File: src/rtl/dcoef_collector.sv
// dcoef_collector: re-assembles bit-sliced coefficient lanes into parallel words with a double-buffered output
module dcoef_collector #(
    parameter int LANES = 4,
    parameter int DEPTH = 4
) (
    input  logic                   clk,
    input  logic                   reset,
    input  logic [LANES-1:0]       dcoef,
    input  logic                   dcoef_sof,
    input  logic                   dcoef_vld,
    output logic                   dcoef_rdy,
    output logic [LANES*DEPTH-1:0] ddata,
    output logic                   ddata_vld,
    input  logic                   ddata_rdy,
    output logic                   sof_err
);
    localparam int CW = $clog2(DEPTH + 1);
    typedef enum logic [1:0] {IDLE, COLLECT, HOLD} state_t;
    state_t state, state_n;
    logic [CW-1:0] cnt, cnt_n;
    logic [LANES-1:0][DEPTH-1:0] work, work_n, shifted, load_data;
    logic accept, restart, last, slot_free, load;
    assign dcoef_rdy = state != HOLD;
    assign accept    = dcoef_vld & dcoef_rdy;
    assign slot_free = !ddata_vld | ddata_rdy;
    assign restart   = accept & dcoef_sof & (state == COLLECT);
    assign last      = accept & !restart & (state == COLLECT) & (cnt == CW'(DEPTH - 1));
    // each lane word shifts in its slice bit, MSB first
    always_comb begin
        for (int k = 0; k < LANES; k++) shifted[k] = {work[k][DEPTH-2:0], dcoef[k]};
    end
    // next state: collect slices, hand a complete frame to the output slot or park it in HOLD
    always_comb begin
        state_n   = state;
        cnt_n     = cnt;
        work_n    = work;
        load      = 1'b0;
        load_data = shifted;
        if (state == HOLD) begin
            load_data = work;
            if (slot_free) begin
                load    = 1'b1;
                state_n = IDLE;
                cnt_n   = '0;
            end
        end else if (accept) begin
            work_n = shifted;
            if (last) begin
                load    = slot_free;
                state_n = slot_free ? IDLE : HOLD;
                cnt_n   = '0;
            end else begin
                state_n = COLLECT;
                cnt_n   = restart ? CW'(1) : cnt + CW'(1);
            end
        end
    end
    // state, work and output registers; a load wins over a clearing transfer on the same edge
    always_ff @(posedge clk) begin
        if (reset) begin
            state     <= IDLE;
            cnt       <= '0;
            work      <= '0;
            ddata     <= '0;
            ddata_vld <= 1'b0;
            sof_err   <= 1'b0;
        end else begin
            state   <= state_n;
            cnt     <= cnt_n;
            work    <= work_n;
            sof_err <= restart;
            if (load) begin
                ddata     <= load_data;
                ddata_vld <= 1'b1;
            end else if (ddata_rdy) begin
                ddata_vld <= 1'b0;
            end
        end
    end
endmodule

File: config.mk
export PLATFORM = sky130hd
export DESIGN_NAME = dcoef_collector
export DESIGN_NICKNAME = d
export VERILOG_FILES = /design/src/rtl/dcoef_collector.sv
export SDC_FILE = /design/constraint.sdc
export NUM_CORES = 1
export LEC_CHECK = 0
export ABC_AREA = 0
export BUFFER_PORTS_ARGS = -buffer_cell sky130_fd_sc_hd__buf_4
export CAP_MARGIN = 20
export CELL_PAD_IN_SITES_DETAIL_PLACEMENT = 0
export CELL_PAD_IN_SITES_GLOBAL_PLACEMENT = 1
export CORE_UTILIZATION = 42
export CTS_CLUSTER_DIAMETER = 100
export DETAILED_ROUTE_END_ITERATION = 8
export GPL_ROUTABILITY_DRIVEN = 0
export PLACE_DENSITY_LB_ADDON = 0.15
export SETUP_SLACK_MARGIN = 0.2
export SYNTH_ARGS = -nofsm -noshare
export SYNTH_HDL_FRONTEND = slang
export SYNTH_SLANG_ARGS = --single-unit
File: constraint.sdc
create_clock -name clk -period 2.2 [get_ports clk]
set_clock_uncertainty 0.05 [all_clocks]
set_input_delay 0.22 -clock clk [delete_from_list [all_inputs] [get_ports clk]]
set_output_delay 0.22 -clock clk [all_outputs]
set_load 0.005 [all_outputs]
==> out/qor.csv, run 1 <==
stage,metric,value,unit
clocking,cts_buffer_depth,2,
setup_path,cp_max_fo,11,
clocking,numCtsBuffers,5,
logic_synthesis,netlist_instances,189,
min_path,hold_class,in -> reg,
global_routing,overflow,0,
logic_synthesis,syn_nets,200,
logic_synthesis,ys_ff_latch,39,
detailed_routing,drtPass1Iterations,4,
timing,max_clock_freq,544,MHz
timing,max_slew_margin,0.589,
setup_path,critPathKind,reg -> reg,
global_routing,grt_pass1_vias,1353,
setup_path,cp.arrival,2000,ps
timing,hold_violations,0,
timing,setup_tns,0,ps
clocking,clk_pin_slew_worst_paths,80,ps
logic_synthesis,yosys_warnings,0,
power_and_ir_drop,power.leakage,0.762,nW
placed_design,hpwl,2.44,mm
setup_path,cp_data_required_time,2360,ps
global_routing,grtUsageTotal,0.190,
detailed_routing,ant_nets,0,
layout,area_delta_synth_final,17.7,%
global_routing,grt_pass1_wl,6.24,mm
die,die_area,0.00438,mm2
clocking,hold_buffers,0,
die,core_area,0.00380,mm2
clocking,tritoncts,yes,
clocking,cts-resized-gates,0,
setup_path,critPathCaptureType,flop,
layout,fillCellCount,360,
timing,maxSlewViolCount,0,
die,start_util,0.455,
clocking,insertion_delay,290,ps
die,core.rowCount,22,
global_routing,antenna_found_initial,0,
global_routing,grt_start_max_net_pins,40,
layout,final_common_cell,dfxtp_1,
setup_path,cp-start-kind,flop,
layout,mostFrequentLayoutCells,"39 x dfxtp_1, 35 x a21oi_1, 35 x nand2_1, 30 x buf_4, 18 x mux2i_1",
die,ios,28,
logic_synthesis,synth_area,0.00173,mm2
timing,min_period_over_period,0.836,
die,die_height,66.2,um
layout,layout-drive-gt1-share,0.242,
outcome,outcome,completed,
power_and_ir_drop,ir_worst_vdd,0.333,mV
layout,final_net_count,221,
timing,max_slew.worst_pin.slew,616,ps
placed_design,dp_slack,375,ps
detailed_routing,drc,0,
timing,rsz0062_at_grt,false,
placed_design,io_buffers,27,
detailed_routing,wire_per_inst,14.0,um
setup_path,reg2reg_slack,360,ps
detailed_routing,drt_iter0_markers,70,
clocking,cts_root_buffer,clkbuf_8,
power_and_ir_drop,power_density,701,mW/mm2
detailed_routing,routed_wl,3.62,mm
detailed_routing,viasPerCell,5.43,
die,dieWidth,66.2,um
clocking,clock_sinks,39,
timing,setup_viol,0,
timing,fin_ws,361,ps
logic_synthesis,synth.distinct_cells,26,
clocking,h-tree-depth,2,
detailed_routing,vias,1406,
timing,fin_crit,1840,ps
logic_synthesis,avgSynthCellArea,9.15,um2
clocking,post-cts-setup-buffer-count,0,
layout,diodes,0,
run,max_cap_violations,0,
logic_synthesis,yosysSeqAreaShare,0.452,
==> synthesized netlist by cell type <==
cell type  count  share of area
nand2b_1       2         0.0072
a211oi_2      10          0.072
and2b_4        1         0.0058
nor2b_1        1         0.0036
buf_8          1         0.0087
buf_2          3         0.0087
and2_4         1         0.0051
nor3_1         2         0.0058
o21ai_0        2         0.0058
ha_1           2          0.014
mux2i_1       18           0.10
clkbuf_1       9          0.020
nor2_1         3         0.0065
dfxtp_1       39           0.45
inv_2          1         0.0022
a41o_1         1         0.0058
a32oi_1        3          0.015
and4_1         1         0.0051
a21boi_0       1         0.0043
or2b_1         1         0.0043
buf_6          3          0.020
nand2_1       35          0.076
a21oi_1       35           0.10
a211oi_1       7          0.030
and2_1         1         0.0036
inv_1          6          0.013
==> area by class of cell <==
cell class / count / area (um2) / area share
clock buffers: 6 / 82.6 / 0.0406
multi-input cells: 127 / 825 / 0.405
flip-flops and latches: 39 / 781 / 0.384
clock inverters: 2 / 35.0 / 0.0172
repair buffers: 30 / 225 / 0.111
well taps: 48 / 60.1 / 0.0295
inverters: 7 / 26.3 / 0.0129
==> logic make-up after synthesis <==
| group | Yosys count | share of synthesized area |
|---|---|---|
| AOI/OAI and AO/OA | 59 | 0.235 |
| and+or+nand+nor | 48 | 0.123 |
| DFF | 39 | 0.452 |
| buffers and inverters | 23 | 0.0716 |
| muxes | 18 | 0.104 |
| adders and majority gates | 2 | 0.0145 |
==> layer usage <==
| layer | part of all wire | wire (um) | global-route usage |
|---|---|---|---|
| met5 | 0 | 0 | 0 |
| met4 | 0.014 | 50 | 0.0718 |
| met3 | 0.034 | 123 | 0.0414 |
| met2 | 0.48 | 1730 | 0.318 |
| met1 | 0.47 | 1720 | 0.237 |
==> state kept, by name, summed over array words and instances (netlist names) <==
| signal | flops |
|---|---|
| ddata_vld | 1 |
| cnt | 3 |
| work | 4 |
| ddata | 16 |
| shifted | 12 |
| sof_err | 1 |
| state | 2 |
==> where the power goes <==
part	internal, W	switching, W
Sequential	0.000718	0.0000127
Combinational	0.0000298	0.0000459
Clock	0.000367	0.000252
Total	0.00112	0.000310
==> worst paths after layout <==
kind / start / to / cells past startpoint
setup / recovery: cnt[0] / ddata[15] / 6
hold / removal: dcoef[2] / shifted[9] / 3
setup reg to reg: cnt[0] / ddata[15] / 6
hold reg to reg: work[11] / work[11] / 2
==> metrics by stage <==
step / total power, W / std cells / cell area (um2) / hold WS [ps] / util
global route: 0.00149 / 259 / 2030 / 130 / 0.536
finish: 0.00143 / 259 / 2030 / 136 / 0.536
global placement: 0.000823 / 251 / 1920 / 395 / 0.505
floorplan: 0.000797 / 189 / 1730 / 306 / -
CTS: 0.00144 / 259 / 2030 / 135 / 0.536
detailed placement: 0.000824 / 251 / 1920 / 403 / 0.505
==> critical path, cell delays in order, from the launching register on <==
cell and delay [ps]:
dfxtp_1 390, ha_1 170, ha_1 190, a41o_1 390
buf_4 250, a21oi_1 90, a211oi_2 230
Power figures use the tool's default switching activity.
==> inputs of run 2 (changes only) <==
==> constraint.sdc (replaced) <==
create_clock -name clk -period 1.86 [get_ports clk]
set_clock_uncertainty 0.05 [all_clocks]
set_input_delay 0.186 -clock clk [delete_from_list [all_inputs] [get_ports clk]]
set_output_delay 0.186 -clock clk [all_outputs]
set_load 0.005 [all_outputs]
==> out/qor.csv, run 2 (synthesis results as in run 1) <==
stage,metric,value,unit,change
outcome,outcome,completed,,
setup_path,r2r-end,ddata[11],,
setup_path,path_depth,5,,-1
setup_path,cp_max_fo,16,,+5
power_and_ir_drop,power_density,763,mW/mm2,+8.8%
setup_path,crit_buf_inv,0,,-1
detailed_routing,drt_iter0_markers,55,,-21%
setup_path,critPathKind,reg -> reg,,
placed_design,io_buffers,27,,unchanged
timing,max_clock_freq,634,MHz,+17%
timing,fin_ws,282,ps,-79.3 ps
min_path,hold_class,in -> reg,,
clocking,clk_pin_slew_worst_paths,80,ps,about the same
global_routing,overflow,0,,unchanged
layout,diodes,0,,unchanged
clocking,clock_sinks,39,,unchanged
global_routing,grt_start_max_net_pins,40,,unchanged
detailed_routing,drc,0,,unchanged
layout,largest_register_ffs,16,,unchanged
power_and_ir_drop,ir_worst_vdd,0.487,mV,+46%
placed_design,dp_slack,169,ps,-205 ps
timing,setup_viol,0,,unchanged
setup_path,crit_start,cnt[0],,
timing,setup_tns,0,ps,unchanged
die,core_area,0.00380,mm2,unchanged
clocking,cts_buffer_depth,2,,unchanged
timing,min_period_over_period,0.848,,+0.0126
setup_path,cp-start-kind,flop,,
setup_path,cp.arrival,1730,ps,-270 ps
die,start_util,0.455,,unchanged
die,die_area,0.00438,mm2,unchanged
timing,max_slew_margin,0.588,,-0.00163
die,die_height,66.2,um,unchanged
global_routing,grt_pass1_wl,6.28,mm,+0.67%
clocking,h-tree-depth,2,,unchanged
global_routing,grtUsageTotal,0.195,,+0.00500
setup_path,cp_data_required_time,2010,ps,-350 ps
clocking,hold_buffers,0,,unchanged
setup_path,critical-path-max-stage-delay,340,ps,-50 ps
detailed_routing,drtPass1Iterations,4,,unchanged
layout,layout-drive-gt1-share,0.279,,+0.0374
setup_path,crit_end,ddata[11],,
timing,max_slew.worst_pin.slew,618,ps,+2.44 ps
detailed_routing,routed_wl,3.72,mm,+2.8%
layout,fillCellCount,345,,-4.2%
setup_path,rr_worst_depth,5,,-1
clocking,tritoncts,yes,,
setup_path,crit_path_cell_trace,ha_2 > ha_4 > a41o_1 > and2_4 > a211oi_1,,
global_routing,grt_pass1_vias,1274,,-5.8%
global_routing,antenna_found_initial,0,,unchanged
clocking,cts_root_buffer,clkbuf_8,,
clocking,numCtsBuffers,5,,unchanged
setup_path,cp_top_family,compound AO/OA/AOI/OAI gates,,
power_and_ir_drop,power,0.00158,W,+11%
run,max_cap_violations,0,,unchanged
detailed_routing,wire_per_inst,14.1,um,+1.2%
detailed_routing,viasPerCell,5.24,,-3.4%
power_and_ir_drop,power.leakage,0.773,nW,+1.4%
timing,rsz0062_at_grt,false,,
layout,area_delta_synth_final,20.1,%,
die,ios,28,,unchanged
layout,mostFrequentLayoutCells,"36 x dfxtp_1, 35 x a21oi_1, 35 x nand2_1, 33 x buf_4, 18 x mux2i_1",,
layout,final_net_count,225,,+1.8%
die,dieWidth,66.2,um,unchanged
die,core.rowCount,22,,unchanged
timing,fin_crit,1580,ps,-261 ps
layout,final_common_cell,dfxtp_1,,
setup_path,crit_slowest_cell,dfxtp_2,,
placed_design,hpwl,2.55,mm,+4.4%
timing,maxSlewViolCount,0,,unchanged
setup_path,reg2reg_slack,280,ps,-80 ps
clocking,insertion_delay,290,ps,about the same
layout,top_register,ddata,,
setup_path,r2r-start,cnt[0],,
detailed_routing,vias,1379,,-1.9%
detailed_routing,ant_nets,0,,unchanged
timing,hold_violations,0,,unchanged
setup_path,critPathCaptureType,flop,,
[run 2: cell types whose count changed in the layout (fill, tap and decap cells not counted)]
cell / change
dfxtp_1: -3
clkinv_2: -1
buf_6: +1
nor2b_1: -1
clkbuf_8: +1
ha_2: +1
nor2b_4: +1
ha_4: +1
dfxtp_2: +3
ha_1: -2
bufinv_16: -1
clkbuf_1: +1
buf_4: +3
[run 2: worst reg2reg max path: stages, from the launching register on]
cell and delay [ps]:
dfxtp_2 340, ha_2 180, ha_4 170, a41o_1 240, and2_4 250, a211oi_1 250
[run 2: what timing repair did]
item / 4_1_cts / 5_1_grt
buffers inserted: 0 / 0
setup endpoints to repair: 13 / 16
resized for setup: 1 / 4
[run 2: final cells by class]
type                            instances  area [um2]  area share
Multi-Input combinational cell        127         847       0.408
Sequential cell                        39         785       0.378
Timing Repair Buffer                   34         259       0.125
Clock buffer                            8         100      0.0482
Tap cell                               48        60.1      0.0289
Inverter                                7        26.3      0.0127
[run 2: how the worst min path moves through the flow]
| stage | startpoint | endpoint | depth (start not counted) |
|---|---|---|---|
| CTS | dcoef[0] | shifted[1] | 3 |
| detailed placement | work[15] | work[15] | 2 |
| global placement | work[7] | work[7] | 2 |
| floorplan | dcoef[3] | shifted[13] | 2 |
| finish | dcoef[0] | shifted[1] | 3 |
| global route | dcoef[3] | shifted[13] | 3 |
[run 2: per-layer routing]
| metal | vias up | track usage | share of wire |
|---|---|---|---|
| met2 | 27 | 0.293 | 0.44 |
| met3 | 8 | 0.0431 | 0.035 |
| met4 | 0 | 0.0878 | 0.018 |
| met1 | 634 | 0.264 | 0.50 |
| met5 | - | 0 | 0 |
| li1 | 710 | - | - |
[run 2: where the power goes]
group,leakage (nW),switching (W),internal (W),total (W)
Clock,0.0515,0.000284,0.000338,0.000622
Combinational,0.405,0.0000558,0.0000390,0.0000948
Sequential,0.317,0.0000160,0.000851,0.000867
Total,0.773,0.000356,0.00123,0.00158
[run 2: per-stage QoR]
step                 util  cell area [um2]  hold WS [ps]  instances
detailed placement  0.517             1960           400        255
global placement    0.517             1960           392        255
finish              0.547             2080          99.9        263
CTS                 0.544             2070          92.5        263
global route        0.547             2080           105        263
floorplan               -             1750           272        189
